## config.mk

```make
export PLATFORM = sky130hd
export DESIGN_NAME = ifu_ibus_ctrl
export DESIGN_NICKNAME = d
export VERILOG_FILES = /design/src/rtl/ifu_ibus_ctrl.sv
export SDC_FILE = /design/constraint.sdc
export NUM_CORES = 1
export LEC_CHECK = 0
export CAP_MARGIN = 30
export CORE_MARGIN = 2
export CORE_UTILIZATION = 35
export DETAILED_ROUTE_END_ITERATION = 12
export PLACE_DENSITY = 0.71
export SKIP_CTS_REPAIR_TIMING = 1
export SLEW_MARGIN = 20
export SYNTH_ARGS = -nofsm -noshare
export SYNTH_HDL_FRONTEND = slang
export SYNTH_SLANG_ARGS = --single-unit
```

## constraint.sdc

```tcl
create_clock -name cpu_clk -period 3.4 [get_ports cpu_clk]
set_input_delay 0.85 -clock cpu_clk [delete_from_list [all_inputs] [get_ports cpu_clk]]
set_output_delay 0.85 -clock cpu_clk [all_outputs]
set_load 0.02 [all_outputs]
```

## src/rtl/ifu_ibus_ctrl.sv

```systemverilog
// ifu_ibus_ctrl: instruction-bus request controller between fetch and the instruction bus.
//
// Issues single-outstanding word reads on a req/gnt/rvalid bus for fetch's next_pc and
// returns the word for fetch's current pc. A one-entry hold buffer keeps the last returned
// word presented while fetch stalls. Responses whose address no longer matches pc are
// stored but never shown as valid.
//
// Ports:
//   cpu_clk, cpu_rstn        clock, asynchronous active-low reset
//   next_pc, pc              fetch next and current pc
//   instr_read_data_valid    instruction for pc is present
//   instr_read_data          instruction word, 0 when not valid
//   ibus_req, ibus_addr      bus read request and address (held until ibus_gnt)
//   ibus_gnt                 request accepted this cycle
//   ibus_rvalid, ibus_rdata  read response
//   ibus_err                 bus error, qualified by ibus_rvalid (KRV_IBUS_ERR_EN only)
//   instr_access_fault       valid word carries a bus error (KRV_IBUS_ERR_EN only)
//
// Build option: define KRV_IBUS_ERR_EN to add bus-error tracking and the fault output.

module ifu_ibus_ctrl #(
  parameter int unsigned ADDR_WIDTH  = 32,
  parameter int unsigned INSTR_WIDTH = 32
) (
  input  logic                   cpu_clk,
  input  logic                   cpu_rstn,
  input  logic [ADDR_WIDTH-1:0]  next_pc,
  input  logic [ADDR_WIDTH-1:0]  pc,
  output logic                   instr_read_data_valid,
  output logic [INSTR_WIDTH-1:0] instr_read_data,
`ifdef KRV_IBUS_ERR_EN
  input  logic                   ibus_err,
  output logic                   instr_access_fault,
`endif
  output logic                   ibus_req,
  output logic [ADDR_WIDTH-1:0]  ibus_addr,
  input  logic                   ibus_gnt,
  input  logic                   ibus_rvalid,
  input  logic [INSTR_WIDTH-1:0] ibus_rdata
);

  typedef enum logic [1:0] {StIdle, StReq, StWait} state_e;

  state_e                 state_q, state_d;
  logic                   ibus_req_q, ibus_req_d;
  logic [ADDR_WIDTH-1:0]  ibus_addr_q, ibus_addr_d;
  logic [ADDR_WIDTH-1:0]  req_tag_q, req_tag_d;
  logic                   hold_vld_q, hold_vld_d;
  logic [ADDR_WIDTH-1:0]  hold_tag_q, hold_tag_d;
  logic [INSTR_WIDTH-1:0] hold_data_q, hold_data_d;
`ifdef KRV_IBUS_ERR_EN
  logic                   hold_err_q, hold_err_d;
`endif

  logic issue;
  logic byp;
  logic hit;

  always_ff @(posedge cpu_clk or negedge cpu_rstn) begin
    if (!cpu_rstn) begin
      state_q     <= StIdle;
      ibus_req_q  <= 1'b0;
      ibus_addr_q <= '0;
      req_tag_q   <= '0;
      hold_vld_q  <= 1'b0;
      hold_tag_q  <= '0;
      hold_data_q <= '0;
`ifdef KRV_IBUS_ERR_EN
      hold_err_q  <= 1'b0;
`endif
    end else begin
      state_q     <= state_d;
      ibus_req_q  <= ibus_req_d;
      ibus_addr_q <= ibus_addr_d;
      req_tag_q   <= req_tag_d;
      hold_vld_q  <= hold_vld_d;
      hold_tag_q  <= hold_tag_d;
      hold_data_q <= hold_data_d;
`ifdef KRV_IBUS_ERR_EN
      hold_err_q  <= hold_err_d;
`endif
    end
  end

  always_comb begin
    state_d     = state_q;
    ibus_req_d  = ibus_req_q;
    ibus_addr_d = ibus_addr_q;
    req_tag_d   = req_tag_q;
    hold_vld_d  = hold_vld_q;
    hold_tag_d  = hold_tag_q;
    hold_data_d = hold_data_q;
`ifdef KRV_IBUS_ERR_EN
    hold_err_d  = hold_err_q;
`endif
    issue       = 1'b0;

    case (state_q)
      StIdle: begin
        // Nothing to fetch if the held word already covers next cycle's pc.
        if (!(hold_vld_q && (hold_tag_q == next_pc))) begin
          issue = 1'b1;
        end
      end
      StReq: begin
        // Request and address stay put until accepted, even across a redirect.
        if (ibus_gnt) begin
          ibus_req_d = 1'b0;
          state_d    = StWait;
        end
      end
      StWait: begin
        if (ibus_rvalid) begin
          hold_data_d = ibus_rdata;
          hold_tag_d  = req_tag_q;
          hold_vld_d  = 1'b1;
`ifdef KRV_IBUS_ERR_EN
          hold_err_d  = ibus_err;
`endif
          if (next_pc != req_tag_q) begin
            issue = 1'b1;
          end else begin
            state_d = StIdle;
          end
        end
      end
      default: state_d = StIdle;
    endcase

    // A new request invalidates the hold buffer, overriding any capture above.
    if (issue) begin
      ibus_addr_d = next_pc;
      req_tag_d   = next_pc;
      ibus_req_d  = 1'b1;
      hold_vld_d  = 1'b0;
`ifdef KRV_IBUS_ERR_EN
      hold_err_d  = 1'b0;
`endif
      state_d     = StReq;
    end
  end

  always_comb begin
    byp = (state_q == StWait) && ibus_rvalid && (req_tag_q == pc);
    hit = hold_vld_q && (hold_tag_q == pc);
    instr_read_data_valid = byp || hit;
    if (byp) begin
      instr_read_data = ibus_rdata;
    end else if (hit) begin
      instr_read_data = hold_data_q;
    end else begin
      instr_read_data = '0;
    end
`ifdef KRV_IBUS_ERR_EN
    instr_access_fault = (byp && ibus_err) || (hit && hold_err_q);
    if (instr_access_fault) begin
      instr_read_data = '0;
    end
`endif
  end

  assign ibus_req  = ibus_req_q;
  assign ibus_addr = ibus_addr_q;

endmodule

```

# Word level (Yosys, flattened, before mapping)
# Cells that the tools add are included.
# Widths: inputs -> output; s select.
# classes
n_mul	0
addsub	0
div_mod_pow	0
bitwise_logic	0
n_shift	0
n_mux	17
n_lt_le_gt_ge	0
eq_ne	10
reduce_logical	14
# ops
cell	count
$eq 32x32->1	3
$mux 32	2
$ne 32x32->1	1
$mux 1	9
$ne 3x3->1 const B	3
$mux 2	4
$reduce_bool 2->1	4
$pmux 2 s3	1
$reduce_and 2->1	3
$logic_and 1x1->1	4
$reduce_and 4->1	1
$eq 2x1->1 const B	1
$eq 2x2->1 const B	1
$logic_not 2->1	1
$ne 2x2->1 const B	1
$pmux 1 s2	1
$logic_or 1x1->1	1
# totals
rom_bits	0
mem_count	0
register_bits	100
out_inout_bits	66
latchBits	0
ramBits	0

# Logic depth before layout (Yosys ltp)
# logic_depth
word_depth	6
mapped_depth	8
mapped_depth_nobuf	6

# Worst setup path after synthesis
# OpenSTA, ideal clock, no wires.
# synth_timing
kind	input -> output
start	input pc[4]
end	output instr_read_data[0]
arrival_ns	2.653
cell_stages	7
required_time_ns	2.550
path_slack_ns	-0.103
n_path_buf	1
path_cell_list	xnor2_1 -> nand4_1 -> nor4_1 -> nand4_1 -> or4_1 -> buf_2 -> o31ai_1
# synth_via
elab_chain_cells	4
# synth_lines
element	line	rtl
start: declaration	28	input logic [ADDR_WIDTH-1:0] pc,
$eq 32x32->1	145	hit = hold_vld_q && (hold_tag_q == pc);
$logic_and 1x1->1	145	
$mux 32	149	end else if (hit) begin
$mux 32 (*)	147	if (byp) begin
end: declaration	30	output logic [INSTR_WIDTH-1:0] instr_read_data,
# Mark *: on every way between the ends. The rest lies on a longest branch, timed or not.

# Worst setup path in the final report
# layout_timing
start	input pc[9]
end	output instr_read_data[17]
# The elaborated chain is that of the path after synthesis.

==> impl_metrics.toml <==
[global_route]
grt_pass1_wl_um = 26900
grt_max_degree = 67
antenna_found_initial = 0
gr-total-overflow = 0
track_usage_pct = 19.6
grt_pass1_vias = 4936

[timing]
grt_setup_unrepaired = "true"
relSlewSlack_pct = 37.0
fin_crit_sh_pct = 112
max_clock_freq_mhz = 262
worst_slew_pin_slew_ns = 0.946
slew_viol_final = 0
setup-violations-final = 33
finalClockSkew_ns = 0.0178
finalHoldViolCount = 0
min_period_ns = 3.82
setup_ws_ns = -0.422

[worst_setup_path]
worstSetupPathType = "primary input to output port"
cp_max_fo = 8
reg2reg_depth = 8
worstPathArrival_ns = 2.97
required_ns = 2.55
cp-start-kind = "primary input"
end_kind = "output port"

[power]
p_sw_share_pct = 38.2
irDropWorstVdd_uv = 518
pwr-share-comb_pct = 53.5
p_per_area_nw_per_um2 = 760
leakagePower_nw = 4.09
p_clk_share_pct = 14.7
p_seq_share_pct = 31.8
power.internal_mw = 4.46
power.total_mw = 7.22
power_switching_mw = 2.76

[cells_and_area]
post-route-util_pct = 57.7
drive_gt1_share_pct = 43.7
layout.nets = 860
final_cell_area_um2 = 9500
fin_cells = 985
synthToLayoutAreaGrowth_pct = 62.7

[placement]
hpwlAfterDp_um = 13500
pre_cts_ws_ns = -1.51
postPlaceCellArea_um2 = 8540
gp_congestion = 0.906
dp_cells = 953
port_buffers = 165

[cts]
cts_tree = "done"
ctsRootBufferMaster = "clkbuf_16"
clockBufferDepth = 2
htree_num_levels = 3
cts_sinks = 100
clkTransAtPathRegs_ns = 0.07
numCtsBuffers = 9
clk_latency_ns = 0.36

[routing]
firstDrtPassIters = 4
viasPerCell = 4.90
wirelength_um = 19100
route.antenna.remaining_nets = 0
wl_per_cell_um = 19.4
drtIter0Drc = 206
drc_errors = 0
num_vias = 4830

[run_status]
status = "finished with violations"
violations = "negative setup slack"

[synth]
yosys_warnings = 0
yosysMostFrequentCell = "dfrtp_1"
yosys_register_bits = 100
synthFlopType = "dfrtp_1"
synth_edf_count = 0
syn_inst = 503
synth_area_leaders = "dfrtp_1, mux2_2, xnor2_1"
synth_fp_nets = 603
avgSynthCellArea_um2 = 11.6
synth_top_area_cell = "dfrtp_1"
yosysTopAreaCellShare_pct = 42.8
ys_types = 27
synthesis.area_um2 = 5840
ys_seq_area_share_pct = 42.8
synthArstFlopShare_pct = 100
netlist_top_cells_count = "dfrtp_1, mux2_2, xnor2_1"

[die]
start_util_pct = 35.5
floorplan.core_area_um2 = 16500
fp-row-count = 47
die_h_um = 133
design.portCount = 166
die-area_um2 = 17700
die_w_um = 133

[job]
drv_cap = 0

[min_path]
min_path_type = "primary input to async pin"
-- flip-flops by register name, indices dropped and copies added (netlist names) --
register     cells
hold_data_q     32
hold_vld_q       1
hold_tag_q      32
state_q          2
req_tag_q       32
ibus_req         1
-- kinds of logic after synthesis --
logic type / count (synthesis) / synth area share [%]
xor gates and xnor gates: 128 / 19.2
DFF: 100 / 42.8
muxes: 96 / 18.5
and+or+nand+nor: 82 / 7.22
buffers and inverters: 56 / 4.16
AOI/OAI and AO/OA: 41 / 8.10
-- worst max-delay path: stages --
cell and delay (ns):
buf_4 0.14, xnor2_2 0.17, nand4_1 0.12, nor4_1 0.28, nand4_1 0.16, or4_4 0.61
clkbuf_16 0.24, o31ai_4 0.25, buf_6 0.15
-- worst paths after layout --
path                                  from             endpoint  slack (ns)
min in group cpu_clk       hold_data_q[27]      hold_data_q[27]        0.50
min                               cpu_rstn       hold_data_q[6]        0.44
max reg2reg                  hold_tag_q[4]        req_tag_q[23]        0.79
min reg2reg                hold_data_q[27]      hold_data_q[27]        0.50
max                                  pc[9]  instr_read_data[17]       -0.42
max in group asynchronous         cpu_rstn         req_tag_q[1]        2.24
-- layer usage --
layer / GRT usage (%) / vias up / wire length, um
met3: 3.16 / 30 / 932
met1: 24.6 / 2384 / 7940
li1: - / 2247 / -
met2: 33.8 / 169 / 9630
met4: 8.10 / 0 / 606
met5: 0 / - / 0
-- final cells by class --
type / instances / area, um2
timing repair buffer: 267 / 2730
multi-input combinational: 347 / 3560
clock buffer: 9 / 225
sequential: 100 / 2500
inverter: 35 / 131
clock inverter: 6 / 71.3
fill: 1318 / 6960
antenna: 1 / 2.50
tap: 220 / 275
-- layout by cell type (no fill, tap or decap), types with 5 or more instances in the layout --
cell             instances
buf_12                  11
buf_4                   82
buf_6                   36
buf_8                    6
clkbuf_16               15
clkbuf_2                 8
clkdlybuf4s50_1        100
dfrtp_1                100
dlymetal6s2s_1          16
inv_1                   35
mux2_2                  96
nand2_1                 18
nand2_2                 11
nand4_1                 22
nor4_1                   8
nor4_2                   5
o31ai_2                  6
o31ai_4                 25
xnor2_1                 75
xnor2_2                  8
xor2_1                  38
-- power by group through the flow --
stage / sequential, mW / combinational, mW / clock (mW)
after floorplan: 2.58 / 1.68 / 0
after global placement: 2.22 / 3.67 / 0
after detailed placement: 2.27 / 3.74 / 0
after CTS: 2.25 / 3.77 / 1.08
after global routing: 2.37 / 4.11 / 1.12
final: 2.30 / 3.86 / 1.06
-- through the flow --
| stage | hold WS [ns] | setup TNS, ns |
|---|---|---|
| 2_1_floorplan | 0.479 | -1.11 |
| 3_3_place_gp | 0.488 | -50.20 |
| 3_5_place_dp | 0.494 | -49.55 |
| 4_1_cts | 0.457 | -48.97 |
| 5_1_grt | 0.486 | -16.51 |
| 6_report | 0.443 | -12.88 |
No activity file was read; power rests on OpenSTA's default activity.
